### src/rtl/fetch_pkg.sv
// Shared definitions for the BRAM fetch arbiter: FSM state encoding and
// parameter defaults used by bram_fetch_arbiter and its testbench.
package fetch_pkg;

  localparam int unsigned DEF_ADDR_WIDTH = 16;
  localparam int unsigned DEF_DATA_WIDTH = 256;
  localparam int unsigned DEF_NUM_REQ    = 4;
  localparam int unsigned DEF_LEN_WIDTH  = 10;
  localparam int unsigned DEF_RD_LATENCY = 1;

  // Drain counter must hold RD_LATENCY-1 for the largest supported latency (4).
  localparam int unsigned DRAIN_CNT_W = 3;

  typedef enum logic [1:0] {
    IDLE  = 2'd0,
    BURST = 2'd1,
    DRAIN = 2'd2
  } fetch_state_e;

endpackage

### src/rtl/rr_arbiter.sv
// Round-robin selector: picks the first set request at or after prio_ptr.
// Ports:
//   req        - request vector
//   prio_ptr   - index where the search starts
//   grant_c    - one-hot grant (combinational, zero when no request)
//   grant_idx_c- index of the granted requester (combinational)
module rr_arbiter #(
  parameter int unsigned NUM_REQ  = 4,
  parameter int unsigned ID_WIDTH = 2
) (
  input  logic [NUM_REQ-1:0]  req,
  input  logic [ID_WIDTH-1:0] prio_ptr,
  output logic [NUM_REQ-1:0]  grant_c,
  output logic [ID_WIDTH-1:0] grant_idx_c
);

  logic        found;
  int unsigned j;

  // Walk the ring starting at prio_ptr; the first hit wins.
  always_comb begin
    grant_c     = '0;
    grant_idx_c = '0;
    found       = 1'b0;
    j           = 0;
    for (int unsigned i = 0; i < NUM_REQ; i++) begin
      j = (32'(prio_ptr) + i) % NUM_REQ;
      if (!found && req[j]) begin
        found       = 1'b1;
        grant_c     = NUM_REQ'(1) << j;
        grant_idx_c = ID_WIDTH'(j);
      end
    end
  end

endmodule

### src/rtl/bram_fetch_arbiter.sv
// Burst fetch arbiter: grants one of NUM_REQ requesters round-robin, issues
// len consecutive BRAM reads, then drains the read pipeline before idling.
// Ports:
//   clk, rst          - clock, asynchronous active-high reset
//   req_valid/addr/len- per-requester burst requests (flattened slices)
//   req_ready         - one-cycle accept pulse (combinational, in IDLE)
//   bram_en/bram_addr - BRAM read port
//   bram_rdata        - BRAM read data, RD_LATENCY cycles after bram_en
//   rdata/_valid/_id  - returned data, qualifier and owner
//   burst_done        - one-hot pulse with the last rdata_valid of a burst
//   busy              - high outside IDLE
module bram_fetch_arbiter
  import fetch_pkg::*;
#(
  parameter  int unsigned ADDR_WIDTH = DEF_ADDR_WIDTH,
  parameter  int unsigned DATA_WIDTH = DEF_DATA_WIDTH,
  parameter  int unsigned NUM_REQ    = DEF_NUM_REQ,
  parameter  int unsigned LEN_WIDTH  = DEF_LEN_WIDTH,
  parameter  int unsigned RD_LATENCY = DEF_RD_LATENCY,
  localparam int unsigned ID_WIDTH   = (NUM_REQ > 1) ? $clog2(NUM_REQ) : 1
) (
  input  logic                          clk,
  input  logic                          rst,
  input  logic [NUM_REQ-1:0]            req_valid,
  input  logic [NUM_REQ*ADDR_WIDTH-1:0] req_addr,
  input  logic [NUM_REQ*LEN_WIDTH-1:0]  req_len,
  output logic [NUM_REQ-1:0]            req_ready,
  output logic                          bram_en,
  output logic [ADDR_WIDTH-1:0]         bram_addr,
  input  logic [DATA_WIDTH-1:0]         bram_rdata,
  output logic [DATA_WIDTH-1:0]         rdata,
  output logic                          rdata_valid,
  output logic [ID_WIDTH-1:0]           rdata_id,
  output logic [NUM_REQ-1:0]            burst_done,
  output logic                          busy
);

  fetch_state_e             state, state_nxt;
  logic [ID_WIDTH-1:0]      prio_ptr, prio_ptr_nxt;
  logic [ADDR_WIDTH-1:0]    base_addr, base_nxt;
  logic [LEN_WIDTH-1:0]     burst_len, len_nxt;
  logic [LEN_WIDTH-1:0]     offset, offset_nxt;
  logic [ID_WIDTH-1:0]      burst_id, id_nxt;
  logic [DRAIN_CNT_W-1:0]   drain_cnt, drain_cnt_nxt;
  logic [NUM_REQ-1:0]       grant_c;
  logic [ID_WIDTH-1:0]      grant_idx_c;
  logic [RD_LATENCY-1:0]    vld_pipe;
  logic [ID_WIDTH-1:0]      id_pipe [RD_LATENCY];

  rr_arbiter #(
    .NUM_REQ  (NUM_REQ),
    .ID_WIDTH (ID_WIDTH)
  ) u_rr_arbiter (
    .req         (req_valid),
    .prio_ptr    (prio_ptr),
    .grant_c     (grant_c),
    .grant_idx_c (grant_idx_c)
  );

  // State and burst context registers.
  always_ff @(posedge clk or posedge rst) begin
    if (rst) begin
      state     <= IDLE;
      prio_ptr  <= '0;
      base_addr <= '0;
      burst_len <= '0;
      offset    <= '0;
      burst_id  <= '0;
      drain_cnt <= '0;
    end else begin
      state     <= state_nxt;
      prio_ptr  <= prio_ptr_nxt;
      base_addr <= base_nxt;
      burst_len <= len_nxt;
      offset    <= offset_nxt;
      burst_id  <= id_nxt;
      drain_cnt <= drain_cnt_nxt;
    end
  end

  // Next-state and output decode.
  always_comb begin
    state_nxt     = state;
    prio_ptr_nxt  = prio_ptr;
    base_nxt      = base_addr;
    len_nxt       = burst_len;
    offset_nxt    = offset;
    id_nxt        = burst_id;
    drain_cnt_nxt = drain_cnt;
    req_ready     = '0;
    bram_en       = 1'b0;
    bram_addr     = '0;
    burst_done    = '0;
    busy          = 1'b1;

    case (state)
      IDLE: begin
        busy = 1'b0;
        // rst gating keeps req_ready quiet while reset is held.
        if (|req_valid && !rst) begin
          req_ready = grant_c;
          for (int unsigned k = 0; k < NUM_REQ; k++) begin
            if (grant_c[k]) begin
              base_nxt = req_addr[k*ADDR_WIDTH +: ADDR_WIDTH];
              len_nxt  = req_len[k*LEN_WIDTH +: LEN_WIDTH];
            end
          end
          id_nxt        = grant_idx_c;
          offset_nxt    = '0;
          drain_cnt_nxt = '0;
          prio_ptr_nxt  = (32'(grant_idx_c) == NUM_REQ - 1) ? '0 : grant_idx_c + 1'b1;
          state_nxt     = BURST;
        end
      end

      BURST: begin
        if (burst_len == '0) begin
          // Zero-length burst: nothing is read, complete right away.
          burst_done = NUM_REQ'(1) << burst_id;
          state_nxt  = IDLE;
        end else begin
          bram_en   = 1'b1;
          bram_addr = base_addr + ADDR_WIDTH'(offset);
          if (offset == burst_len - 1'b1) begin
            drain_cnt_nxt = '0;
            state_nxt     = DRAIN;
          end else begin
            offset_nxt = offset + 1'b1;
          end
        end
      end

      DRAIN: begin
        // Last drain cycle is when the final word leaves the read pipeline.
        if (32'(drain_cnt) == RD_LATENCY - 1) begin
          burst_done = NUM_REQ'(1) << burst_id;
          state_nxt  = IDLE;
        end else begin
          drain_cnt_nxt = drain_cnt + 1'b1;
        end
      end

      default: begin
        state_nxt = IDLE;
      end
    endcase
  end

  // Read-return pipeline aligned to the BRAM latency; reset drops in-flight words.
  always_ff @(posedge clk or posedge rst) begin
    if (rst) begin
      vld_pipe <= '0;
      for (int i = 0; i < RD_LATENCY; i++) id_pipe[i] <= '0;
    end else begin
      vld_pipe[0] <= bram_en;
      id_pipe[0]  <= burst_id;
      for (int i = 1; i < RD_LATENCY; i++) begin
        vld_pipe[i] <= vld_pipe[i-1];
        id_pipe[i]  <= id_pipe[i-1];
      end
    end
  end

  assign rdata_valid = vld_pipe[RD_LATENCY-1];
  assign rdata_id    = id_pipe[RD_LATENCY-1];
  assign rdata       = bram_rdata;

endmodule
### config.mk
export PLATFORM = sky130hd
export DESIGN_NAME = bram_fetch_arbiter
export DESIGN_NICKNAME = d
export VERILOG_FILES = /design/src/rtl/fetch_pkg.sv /design/src/rtl/rr_arbiter.sv /design/src/rtl/bram_fetch_arbiter.sv
export SDC_FILE = /design/constraint.sdc
export NUM_CORES = 1
export LEC_CHECK = 0
export ABC_CLOCK_PERIOD_IN_PS = 9300
export BUFFER_PORTS_ARGS = -buffer_cell sky130_fd_sc_hd__buf_4
export CORE_AREA = 2 2 252 254
export CTS_BUF_LIST = sky130_fd_sc_hd__clkbuf_4 sky130_fd_sc_hd__clkbuf_8
export DETAILED_ROUTE_END_ITERATION = 10
export DIE_AREA = 0 0 254 256
export PLACE_DENSITY = 0.3
export SLEW_MARGIN = 20
export SYNTH_ARGS = -nofsm -noshare
export SYNTH_HDL_FRONTEND = slang
export SYNTH_SLANG_ARGS = --single-unit
### constraint.sdc
create_clock -name clk -period 9.3 [get_ports clk]
set_clock_uncertainty 0.2 [all_clocks]
set_input_delay 0.465 -clock clk [delete_from_list [all_inputs] [get_ports clk]]
set_output_delay 0.465 -clock clk [all_outputs]
set_load 0.01 [all_outputs]
==> flow_summary.ini <==
[power_and_ir_drop]
vdd_drop_max_v = 0.0000950
p_leak_nw = 2.42
power.density_nw_per_um2 = 317

[worst_hold_path]
hold-path-endpoint = base_addr[15]$_DFFE_PP0P_
holdCritPathClass = input pin to flip-flop
hold_depth = 3
hp-start = req_addr[63]

[clock_tree]
tritoncts = yes
cts.sinks = 48
htree_levels = 2
cts_made_buffers = 5
root_buffer = clkbuf_8
cts.path.max_buffers = 2
post_cts_buffers = 0
clk_latency_ns = 0.34
clk_pin_slew_ns = 0.11

[logic_synthesis]
synth_ff_type = dfrtp_1
netlist_area_um2 = 6320
synth_edf_count = 0
yosysTopAreaCell = buf_4
synthSimpleGateAreaFrac_pct = 13.3
synth_seq_area_share_pct = 19.0
synth_compound_area_share_pct = 21.6
ys_top_cells_by_area = buf_4, dfrtp_1, a21oi_1
synth_cell_types = 62
synth_top_family_by_area = buffers and inverters
syn-instance-count = 802
synth_nets = 1195
async_flop_share_pct = 100
synthAdderAreaFrac_pct = 5.47
yosysWarningCount = 0
synth_seq_cells = 48
synthMuxAreaShare_pct = 2.06
synth.avg_cell_area_um2 = 7.88
synth_xor_area_share_pct = 3.74
post-synth-top-count-cell = buf_4
synthTopCellsByCount = buf_4, a21oi_1, nor2_1
synth_top_area_share_pct = 30.7

[timing]
clock.fmax_mhz = 205
setup_tns_ns = 0
fin_ws_ns = 4.41
finalCriticalPeriod_ns = 4.89
finalSetupViolations = 0
hold_violations = 0
slew_headroom_pct = 30.1
drv_slew = 0
finalCritPeriodShare_pct = 52.5
rsz0062_at_grt = false
max_slew.worst_pin.slew_ns = 1.05

[die]
die_x_um = 254
floorplan.initialDensity_pct = 10.1
pin_count = 651
rows = 92
die-area_um2 = 65000
die_h_um = 256
core_um2 = 62400

[worst_setup_path]
end_kind = output pin
path_max_fanout = 27
critPathSlowestCell = dfrtp_1
cp_slowest_stage_delay_ns = 0.65
cp.required_ns = 8.64
crit_chain = inv_1 -> ha_1 -> mux4_2 -> nand2_1 -> a31o_1 -> buf_4 -> and2_1 -> buf_4 -> nor2_1 -> buf_4
worstSetupPathType = flip-flop to output pin
r2r_end = base_addr[3]$_DFFE_PP0P_
path_common_cell = buf_4
rrSetupSlack_ns = 4.56
cp.arrival_ns = 4.22
cp_top_family = buffers and inverters
r2r_cells = 10
start_kind = flip-flop
crit_buf_inv = 4

[cells_and_area]
area_growth_pct = 2.79
seqCellArea_um2 = 1200
finalNonFillerCells = 1511
layout-drive-gt1-share_pct = 27.8
n_fill_cell = 7343
final_area_um2 = 6490
multi_input_area_um2 = 2930
nets = 1056

[global_routing]
antenna_found_initial = 3
grt_usage_pct = 8.90
grt_pass1_wl_mm = 40.8
grt_overflow_total = 0
grt_max_degree = 53
first_global_vias = 5078

[drt]
avgViaCountPerCell = 3.26
ant_nets = 0
drt-total-wl_mm = 30.1
dr.pass1.iters = 5
wl_per_cell_um = 19.9
routed-via-count = 4930
drc = 0
drtIter0Drc = 275

[placement]
placement.cell_area_um2 = 6350
io_buffers = 138
dp.cells = 1501
place_ws_ns = 4.57
gp_congestion = 0.726
dp_hpwl_mm = 25.5

[status]
status = finished clean

[job]
cap_violations = 0
-- worst min-delay path, delay by kind of cell --
kind                   cells  cell delay (ns)
AOI/OAI and AO/OA          2             0.20
buffers and inverters      1             0.08
-- final cells by class --
type	instances	share of cell area, %
clock inverters	2	0.925
repair buffers	146	16.9
well taps	846	16.3
inverters	20	1.16
diodes	2	0.0771
clock buffers	5	1.06
multi-input cells	442	45.1
flip-flops and latches	48	18.5
-- what timing repair did --
action                    in CTS  in global routing
hold endpoints to repair       6                  0
gates resized for setup        0                  0
hold buffers                   1                  0
-- per-stage QoR --
stage | hold WS [ns] | power (mW) | util (%)
after detailed placement | 0.197 | 1.93 | 10.2
final | 0.227 | 2.06 | 10.4
after global routing | 0.214 | 2.28 | 10.4
after CTS | 0.202 | 2.13 | 10.4
after global placement | 0.203 | 1.93 | 10.2
after floorplan | 0.221 | 1.51 | -
-- layer usage --
layer	up-vias	track usage [%]	part of all wire (%)
li1	2251	-	-
met1	2293	8.55	33
met2	280	16.0	52
met3	104	3.91	9.6
met4	2	4.56	4.8
met5	-	0.301	0.043
-- where the power goes --
part,switching (mW),internal (mW),total [mW]
Sequential,0.128,0.292,0.420
Clock,0.0855,0.106,0.192
Combinational,0.885,0.562,1.45
Total,1.10,0.960,2.06
-- layout by cell type (no fill, tap or decap), types with 6 or more instances in the layout --
cell type and instances:
buf_4 145, or3_1 8, nand4_1 6, xor2_1 8, dfrtp_1 48, nand3_1 32, nand2_1 27, xnor2_1 19
nor2_1 54, nor3_1 6, a21oi_1 84, o31ai_1 7, inv_1 18, o21ai_0 41, a21oi_2 13, ha_1 26
a311oi_1 26, nand3b_1 6
-- cells by family after synthesis --
kind of cell	after synthesis
buf+inv	312
flops	48
fa+ha+maj	27
xor+xnor	27
compound gates	208
mux	9
simple gates	171
-- worst max path at each step --
stage                                    end      start  depth (start not counted)  slack [ns]
floorplan                       req_ready[2]  flip-flop                         11        5.77
global placement    base_addr[8]$_DFFE_PP0P_  flip-flop                         10        4.65
detailed placement  base_addr[3]$_DFFE_PP0P_  flip-flop                         10        4.57
CTS                             req_ready[2]  flip-flop                         10        4.32
global route                    req_ready[2]  flip-flop                         10        4.12
finish                          req_ready[2]  flip-flop                         10        4.41
-- sequential cells by signal, indices dropped and copies added (netlist names), named ones only --
register / cells
offset: 10
burst_id: 2
burst_len: 10
state: 2
prio_ptr: 1
base_addr: 16
rdata_id: 2
rdata_valid: 1
drain_cnt: 3
No activity file was read; power rests on OpenSTA's default activity.
